`src/rtl/pc_fetch_sequencer_pkg.sv`:
```
// Shared definitions for the PC fetch sequencer: state encoding, PC constants
// and the ripple-carry adder used for next-PC arithmetic.
package pc_fetch_sequencer_pkg;

   typedef enum logic [1:0] {
      IDLE  = 2'd0,
      FETCH = 2'd1,
      HOLD  = 2'd2
   } state_t;

   localparam logic [31:0] PC_INCR         = 32'd4;
   localparam int          JUMP_REGION_MSB = 31;
   localparam int          JUMP_REGION_LSB = 28;

   // Bit-serial ripple-carry sum, modulo 2^32; the carry-out is dropped.
   function automatic logic [31:0] ripple_add32(input logic [31:0] a, input logic [31:0] b);
      logic        carry;
      logic [31:0] sum;
      carry = 1'b0;
      sum   = '0;
      for (int i = 0; i < 32; i++) begin
         sum[i] = a[i] ^ b[i] ^ carry;
         carry  = (a[i] & b[i]) | (carry & (a[i] ^ b[i]));
      end
      return sum;
   endfunction

endpackage

```
`src/rtl/pc_fetch_sequencer_if.sv`:
```
// Bundles the instruction-memory fetch bus and the decode handshake of the
// PC fetch sequencer; master is the sequencer, slave is memory plus decode.
interface pc_fetch_sequencer_if;
   logic               imem_req;
   logic        [31:0] imem_addr;
   logic               imem_ack;
   logic        [31:0] imem_rdata;
   logic        [31:0] instr;
   logic               instr_valid;
   logic        [31:0] pc;
   logic        [31:0] pc_plus4;
   logic               advance;
   logic               stall;
   logic               branch_taken;
   logic signed [31:0] branch_offset;
   logic               jump;
   logic        [25:0] jump_target;

   modport master (
      output imem_req, imem_addr, instr, instr_valid, pc, pc_plus4,
      input  imem_ack, imem_rdata, advance, stall, branch_taken,
             branch_offset, jump, jump_target
   );

   modport slave (
      input  imem_req, imem_addr, instr, instr_valid, pc, pc_plus4,
      output imem_ack, imem_rdata, advance, stall, branch_taken,
             branch_offset, jump, jump_target
   );
endinterface

```
`src/rtl/pc_fetch_sequencer_pc_next_calc.sv`:
```
// Combinational next-PC logic: pc+4, branch target and jump target, with
// jump taking priority over a taken branch.
module pc_next_calc
   import pc_fetch_sequencer_pkg::*;
(
   input  logic               [31:0] pc,
   input  logic                      branch_taken,
   input  logic signed        [31:0] branch_offset,
   input  logic                      jump,
   input  logic               [25:0] jump_target,
   output logic               [31:0] pc_plus4,
   output logic               [31:0] next_pc
);

   logic signed [31:0] offset_bytes;
   logic        [31:0] branch_target;
   logic        [31:0] jump_dest;

   // Word offset scaled to bytes; the top two offset bits fall off, matching modulo-2^32 arithmetic.
   assign offset_bytes  = branch_offset <<< 2;
   assign pc_plus4      = ripple_add32(pc, PC_INCR);
   assign branch_target = ripple_add32(pc_plus4, $unsigned(offset_bytes));
   assign jump_dest     = {pc_plus4[JUMP_REGION_MSB:JUMP_REGION_LSB], jump_target, 2'b00};

   always_comb begin
      next_pc = pc_plus4;
      if (jump) begin
         next_pc = jump_dest;
      end else if (branch_taken) begin
         next_pc = branch_target;
      end
   end

endmodule

```
`src/rtl/pc_fetch_sequencer.sv`:
```
// Program-counter stage: fetches the word at pc over req/ack, holds it for
// decode until an unstalled advance, then steps pc to the computed next PC.
module pc_fetch_sequencer
   import pc_fetch_sequencer_pkg::*;
#(
   parameter logic [31:0] RESET_VECTOR = 32'h0000_0000
)
(
   input  logic                  clk,
   input  logic                  reset_n,
   pc_fetch_sequencer_if.master  bus
);

   state_t      state;
   logic [31:0] pc_cur;
   logic [31:0] instr_buf;
   logic        req;
   logic        valid;
   logic [31:0] pc_plus4;
   logic [31:0] next_pc;
   logic        accept;

   assign accept = bus.advance && !bus.stall;

   pc_next_calc u_next (
      .pc            (pc_cur),
      .branch_taken  (bus.branch_taken),
      .branch_offset (bus.branch_offset),
      .jump          (bus.jump),
      .jump_target   (bus.jump_target),
      .pc_plus4      (pc_plus4),
      .next_pc       (next_pc)
   );

   // Async reset drops req/valid immediately, abandoning any fetch in flight.
   always_ff @(posedge clk or negedge reset_n) begin
      if (!reset_n) begin
         state     <= IDLE;
         pc_cur    <= RESET_VECTOR;
         instr_buf <= '0;
         req       <= 1'b0;
         valid     <= 1'b0;
      end else begin
         case (state)
            IDLE: begin
               state <= FETCH;
               req   <= 1'b1;
            end
            FETCH: begin
               if (bus.imem_ack) begin
                  instr_buf <= bus.imem_rdata;
                  valid     <= 1'b1;
                  req       <= 1'b0;
                  state     <= HOLD;
               end
            end
            HOLD: begin
               if (accept) begin
                  pc_cur <= next_pc;
                  valid  <= 1'b0;
                  req    <= 1'b1;
                  state  <= FETCH;
               end
            end
            default: begin
               state <= IDLE;
               req   <= 1'b0;
               valid <= 1'b0;
            end
         endcase
      end
   end

   assign bus.imem_req    = req;
   assign bus.imem_addr   = pc_cur;
   assign bus.instr       = instr_buf;
   assign bus.instr_valid = valid;
   assign bus.pc          = pc_cur;
   assign bus.pc_plus4    = pc_plus4;

endmodule

```
`src/flat_wrapper.sv`:
```
// flat-port wrapper written by rule: the top's interface ports become plain ports
module pc_fetch_sequencer_flat import pc_fetch_sequencer_pkg::*;
#(
   parameter logic [31:0] RESET_VECTOR = 32'h0000_0000
)
  (clk, reset_n, bus_imem_req, bus_imem_addr, bus_instr, bus_instr_valid, bus_pc, bus_pc_plus4, bus_imem_ack, bus_imem_rdata, bus_advance, bus_stall, bus_branch_taken, bus_branch_offset, bus_jump, bus_jump_target);
  pc_fetch_sequencer_if bus_i ();
  input  logic clk;
  input  logic reset_n;
  output wire logic [$bits(bus_i.imem_req)-1:0] bus_imem_req;
  output wire logic [$bits(bus_i.imem_addr)-1:0] bus_imem_addr;
  output wire logic [$bits(bus_i.instr)-1:0] bus_instr;
  output wire logic [$bits(bus_i.instr_valid)-1:0] bus_instr_valid;
  output wire logic [$bits(bus_i.pc)-1:0] bus_pc;
  output wire logic [$bits(bus_i.pc_plus4)-1:0] bus_pc_plus4;
  input wire logic [$bits(bus_i.imem_ack)-1:0] bus_imem_ack;
  input wire logic [$bits(bus_i.imem_rdata)-1:0] bus_imem_rdata;
  input wire logic [$bits(bus_i.advance)-1:0] bus_advance;
  input wire logic [$bits(bus_i.stall)-1:0] bus_stall;
  input wire logic [$bits(bus_i.branch_taken)-1:0] bus_branch_taken;
  input wire logic [$bits(bus_i.branch_offset)-1:0] bus_branch_offset;
  input wire logic [$bits(bus_i.jump)-1:0] bus_jump;
  input wire logic [$bits(bus_i.jump_target)-1:0] bus_jump_target;
  assign bus_imem_req = bus_i.imem_req;
  assign bus_imem_addr = bus_i.imem_addr;
  assign bus_instr = bus_i.instr;
  assign bus_instr_valid = bus_i.instr_valid;
  assign bus_pc = bus_i.pc;
  assign bus_pc_plus4 = bus_i.pc_plus4;
  assign bus_i.imem_ack = bus_imem_ack;
  assign bus_i.imem_rdata = bus_imem_rdata;
  assign bus_i.advance = bus_advance;
  assign bus_i.stall = bus_stall;
  assign bus_i.branch_taken = bus_branch_taken;
  assign bus_i.branch_offset = bus_branch_offset;
  assign bus_i.jump = bus_jump;
  assign bus_i.jump_target = bus_jump_target;
  pc_fetch_sequencer #(.RESET_VECTOR(RESET_VECTOR)) u_core (.clk(clk), .reset_n(reset_n), .bus(bus_i));
endmodule
```
`config.mk`:
```
export PLATFORM = sky130hd
export DESIGN_NAME = pc_fetch_sequencer_flat
export DESIGN_NICKNAME = d
export VERILOG_FILES = /design/src/rtl/pc_fetch_sequencer_pkg.sv /design/src/rtl/pc_fetch_sequencer_if.sv /design/src/rtl/pc_fetch_sequencer_pc_next_calc.sv /design/src/rtl/pc_fetch_sequencer.sv /design/src/flat_wrapper.sv
export SDC_FILE = /design/constraint.sdc
export NUM_CORES = 1
export LEC_CHECK = 0
export ABC_CLOCK_PERIOD_IN_PS = 20600
export CAP_MARGIN = 30
export CELL_PAD_IN_SITES_DETAIL_PLACEMENT = 0
export CELL_PAD_IN_SITES_GLOBAL_PLACEMENT = 1
export CORE_MARGIN = 2
export CORE_UTILIZATION = 31
export DETAILED_ROUTE_END_ITERATION = 10
export PLACE_DENSITY = 0.9
export REMOVE_ABC_BUFFERS = 1
export SYNTH_ARGS = -nofsm -noshare
export SYNTH_HDL_FRONTEND = slang
export SYNTH_SLANG_ARGS = --single-unit
```
`constraint.sdc`:
```
create_clock -name clk -period 20.6 [get_ports clk]
set_input_delay 6.18 -clock clk [delete_from_list [all_inputs] [get_ports clk]]
set_output_delay 6.18 -clock clk [all_outputs]
set_load 0.02 [all_outputs]
```
; Word level (Yosys, flattened, before mapping)
; Cells that the tools add are included.
; W data, S select, Z words.
[word_totals]
ff_bits = 68
in_bits = 97
out_inout_bits = 130
elab_cells = 232
[op_classes]
n_eq_ne = 4
muxes = 11
n_bitwise = 203
n_reduce_logical = 8
[op_table]
columns = cell, n
row1 = $xor A1 B1 Y1, 88
row2 = $and A1 B1 Y1, 85
row3 = $mux W32, 2
row4 = $or A1 B1 Y1, 28
row5 = $pmux W1 S3, 2
row6 = $pmux W2 S3, 1
row7 = $reduce_and A2 Y1, 3
row8 = $reduce_and A3 Y1, 2
row9 = $mux W1, 4
row10 = $mux W2, 2
row11 = $eq A2 B1 Y1 const B, 1
row12 = $eq A2 B2 Y1 const B, 1
row13 = $logic_not A2 Y1, 1
row14 = $ne A2 B1 Y1 const B, 1
row15 = $ne A2 B2 Y1 const B, 1
row16 = $not A1 Y1, 2
row17 = $logic_and A1 B1 Y1, 1
row18 = $logic_not A1 Y1, 1

; Logic depth before layout (Yosys ltp)
; Gate-level depths: netlist (run 1).
[logic_depth]
depth_word = 61
ltp_mapped = 39
ltp_nobuf = 39

; Cells and area by module
; A second synthesis (run 1) with hierarchy kept.
[unflattened]
hier_cells = 417
area_unflattened_um2 = 4743.3
[by_module_without_submodules]
columns = module, n_inst, cells_each, area_per_inst_um2, seq_area_each_um2
row1 = pc_fetch_sequencer, 1, 182, 2931.6, 1676.6
row2 = pc_next_calc, 1, 235, 1811.7, 0.0

; Worst setup path before layout (run 1)
; OpenSTA, ideal clock, no wires.
[synth_timing]
path_kind = input -> register
start = input bus_branch_offset[0]
end = register u_core.pc_cur[31], in the netlist u_core.bus.imem_addr[31]
setup_time_ns = 0.080
arrival_time_ns = 17.176
required_ns = 20.520
setup_slack_ns = 3.344
path_stages = 38
n_path_buf = 0
path_cell_list = ha_1 > inv_1 > fa_1 > fa_1 > fa_1 > fa_1 > fa_1 > fa_1 > fa_1 > fa_1 > fa_1 > fa_1 > fa_1 > fa_1 > fa_1 > fa_1 > fa_1 > inv_1 > [2 not listed] > inv_1 > fa_1 > fa_1 > fa_1 > fa_1 > fa_1 > fa_1 > fa_1 > inv_1 > fa_1 > inv_1 > fa_1 > fa_1 > fa_1 > xor2_1 > or3_1 > a21oi_1 > xor2_1
[synth_via]
elab_chain_cells = 60
[synth_lines]
columns = element, line
row1 = "start, declared", flat_wrapper.sv:21  ; input wire logic [$bits(bus_i.branch_offset)-1:0] bus_branch_offset;
row2 = $and A1 B1 Y1 (2 in a row), pc_fetch_sequencer_pkg.sv:23  ; carry = (a[i] & b[i]) | (carry & (a[i] ^ b[i]));
row3 = $or A1 B1 Y1, pc_fetch_sequencer_pkg.sv:23
row4 = $and A1 B1 Y1, pc_fetch_sequencer_pkg.sv:23
row5 = $or A1 B1 Y1, pc_fetch_sequencer_pkg.sv:23
row6 = $and A1 B1 Y1, pc_fetch_sequencer_pkg.sv:23
row7 = $or A1 B1 Y1, pc_fetch_sequencer_pkg.sv:23
row8 = $and A1 B1 Y1, pc_fetch_sequencer_pkg.sv:23
row9 = $or A1 B1 Y1, pc_fetch_sequencer_pkg.sv:23
row10 = [43 not listed], -
row11 = $or A1 B1 Y1, pc_fetch_sequencer_pkg.sv:23
row12 = $and A1 B1 Y1, pc_fetch_sequencer_pkg.sv:23
row13 = $or A1 B1 Y1, pc_fetch_sequencer_pkg.sv:23
row14 = $and A1 B1 Y1, pc_fetch_sequencer_pkg.sv:23
row15 = $or A1 B1 Y1, pc_fetch_sequencer_pkg.sv:23
row16 = $xor A1 B1 Y1, pc_fetch_sequencer_pkg.sv:22  ; sum[i] = a[i] ^ b[i] ^ carry;
row17 = $mux W32, pc_fetch_sequencer_pc_next_calc.sv:29  ; end else if (branch_taken) begin
row18 = $mux W32, pc_fetch_sequencer_pc_next_calc.sv:27  ; if (jump) begin
row19 = "end signal, assigned", pc_fetch_sequencer.sv:59  ; pc_cur <= next_pc;
row20 = "end, declared", pc_fetch_sequencer.sv:15  ; logic [31:0] pc_cur;
; Every way passes these cells. The select of a mux whose other input is x is not followed.
; A chain may end at the register's enable or synchronous reset.

; Worst setup path after layout (run 1)
; Ends and elaborated chain as after synthesis.

==> results.toml, run 1 <==
[critical_path]
worstPathRequired_ns = 20.84
start_kind = "primary input"
rrSetupSlack_ns = 8.09
cp_max_fo = 2
cpPeakStageDelay_ns = 0.46
critPathArrivalTime_ns = 18.33
cpMostUsedCell = "fa_1"
worst_path_max_delay_cell = "clkdlybuf4s50_1"
path_class = "primary input to register"
endpoint_kind = "register"

[clocking]
clkSinkCount = 65
clk_pin_slew_ns = 0.05
cts_max_level = 3
holdBufCountCts = 0
clk_path_buf_depth = 2
cts_root_buffer = "clkbuf_16"
cts_made_buffers = 9
cts_resized = 0
cts_setup_buffers = 0
cts_tree = "yes"
worstSkewPairLatency_ns = 0.32

[logic_synthesis]
synth_cell_types = 24
ys.flop_type = "dfrtp_1"
ys_warn_count = 0
synth_compound_area_share_pct = 10.5
synthAdderAreaFrac_pct = 21.3
synth-async-reset-ratio_pct = 100
avgSynthCellArea_um2 = 10.2
synth_area_um2 = 4340
synth-xor-area-share_pct = 0.605
synth-seq-cells = 65
synth_edf_count = 0
synth_top_family_by_area = "adder cells"
postSynthCellCount = 425
ys_seq_area_share_pct = 37.5
muxShareOfSynthArea_pct = 10.7
yosys.area_share.simple_pct = 5.79

[global_routing]
grt_pass1_vias = 3667
grt_use_total_pct = 14.9
grt_max_degree = 66
grt_pass1_wl_um = 17500
grt_antenna_before_repair = 0
grt_overflow = 0

[floorplanning]
start_util_pct = 31.5
fp.dieArea_um2 = 15000
dieWidth_um = 122
num_rows = 43
die_y_um = 122
io_pins = 227
coreArea_um2 = 13800

[final_layout]
layout-drive-gt1-share_pct = 4.75
areaGrowthSynthToFinish_pct = 54.2
final_cell_mix = "clkdlybuf4s50_1, dfrtp_1, inv_1"
nets = 761
diodes = 0
final_common_cell = "clkdlybuf4s50_1"

[sta]
fmax_mhz = 55.3
slew_headroom_pct = 36.5
worst_slew_pin_slew_ns = 0.953
setup_violations = 0
clock_skew_ns = 0.00726
finalMaxSlewViolations = 0
hold_viol_final = 0
fin_crit_ns = 18.09
setup_tns_ns = 0
rsz0062_at_grt = "false"
fin_crit_sh_pct = 87.8

[placed_design]
hpwlAfterDp_um = 8570
place.gp.congestion = 0.812
place.port_buffers = 218

[route]
drc = 0
vias_per_cell = 4.54
ant_nets = 0
drt_iter0_markers = 97
vias = 3593
wire_per_inst_um = 14.2
dr.pass1.iters = 4
wirelength_um = 11200

[power]
cellPowerDensity_nw_per_um2 = 154
peakVddDrop_uv = 78.8
power_mw = 1.03
leakagePower_nw = 2.97

[run_status]
outcome = "finished clean"

[flow_run]
cap_violations = 0

[min_path]
hold_path_class = "register to register"
final timing paths:
| check | depth (start not counted) | end | from |
|---|---|---|---|
| max | 39 | u_core.bus.imem_addr[31]$_DFFE_PN0P_ | bus_branch_offset[0] |
| min | 1 | u_core.bus.instr[26]$_DFFE_PN0P_ | u_core.bus.instr[26]$_DFFE_PN0P_ |
| max reg2reg | 38 | u_core.bus.imem_addr[31]$_DFFE_PN0P_ | u_core.bus.imem_addr[2]$_DFFE_PN0P_ |
| min reg2reg | 1 | u_core.bus.instr[26]$_DFFE_PN0P_ | u_core.bus.instr[26]$_DFFE_PN0P_ |
| max in group asynchronous | 2 | u_core.bus.imem_addr[4]$_DFFE_PN0P_ | reset_n |
| min in group asynchronous | 2 | u_core.bus.instr[15]$_DFFE_PN0P_ | reset_n |
worst max-delay path: cells and delay by family:
family / cells / cell delay, ns
XOR/XNOR: 2 / 0.32
AND/OR/NAND/NOR: 1 / 0.30
buffers and inverters: 6 / 0.78
AO/OA/AOI/OAI: 1 / 0.17
adder cells (fa/ha/maj): 29 / 10.59
logic make-up after synthesis:
| kind of cell | after synthesis |
|---|---|
| compound gates | 81 |
| xor+xnor | 3 |
| fa+ha+maj | 57 |
| buf+inv | 114 |
| flops | 65 |
| mux | 42 |
| other cells | 1 |
| simple gates | 62 |
cells in the mapped netlist (10+ instances only):
library cell | n | area (um2)
a21oi_1 | 29 | 145
ha_1 | 29 | 363
inv_1 | 58 | 218
nor2_1 | 25 | 93.8
buf_4 | 36 | 270
mux2_1 | 30 | 338
o21ai_0 | 10 | 50.1
fa_1 | 28 | 561
a211oi_1 | 19 | 143
dfrtp_1 | 65 | 1630
o21ai_1 | 22 | 110
nand2_1 | 33 | 124
final cells by class:
| class | count | area (um2) |
|---|---|---|
| fillers | 1248 | 7080 |
| repair buffers | 222 | 2200 |
| multi-input cells | 251 | 2140 |
| flip-flops and latches | 65 | 1630 |
| clock buffers | 9 | 225 |
| well taps | 180 | 225 |
| inverters | 58 | 218 |
| clock inverters | 6 | 60.1 |
through the flow:
stage                     util, %  cell area [um2]  cells  setup slack [ns]  hold WS, ns
after CTS                    48.6             6700    791              2.50        0.492
after global placement       46.5             6410    776              2.28        0.473
after global routing         48.6             6700    791              2.11        0.507
after floorplan                 -             3990    374              3.32        0.492
after detailed placement     46.5             6410    776              2.18        0.481
final                        48.6             6700    791              2.51        0.486
layer usage:
metal  track usage, %  wire [um]  vias up
li1                 -          -     1712
met5                0          0        -
met2             24.7       5160      194
met1             18.4       4700     1668
met3             5.16       1240       19
met4             4.24        119        0
sequential cells by signal, indices dropped and copies added, names as in the netlist:
signal,flops
u_core.bus.instr,32
u_core.bus.imem_addr,30
u_core.state,2
u_core.bus.instr_valid,1
report_power, final:
| part | switching [mW] | total (mW) | internal [mW] |
|---|---|---|---|
| clock | 0.0538 | 0.146 | 0.0922 |
| combinational | 0.326 | 0.642 | 0.316 |
| sequential | 0.0538 | 0.244 | 0.191 |
| total | 0.434 | 1.03 | 0.599 |
No activity file was read; power rests on OpenSTA's default activity.
==> run 2, diff against run 1 <==
Settings changed: SETUP_SLACK_MARGIN from default to 0.4.
==> results of run 2 <==
Same layout as run 1: the final DEF is identical, and so are final timing and power.
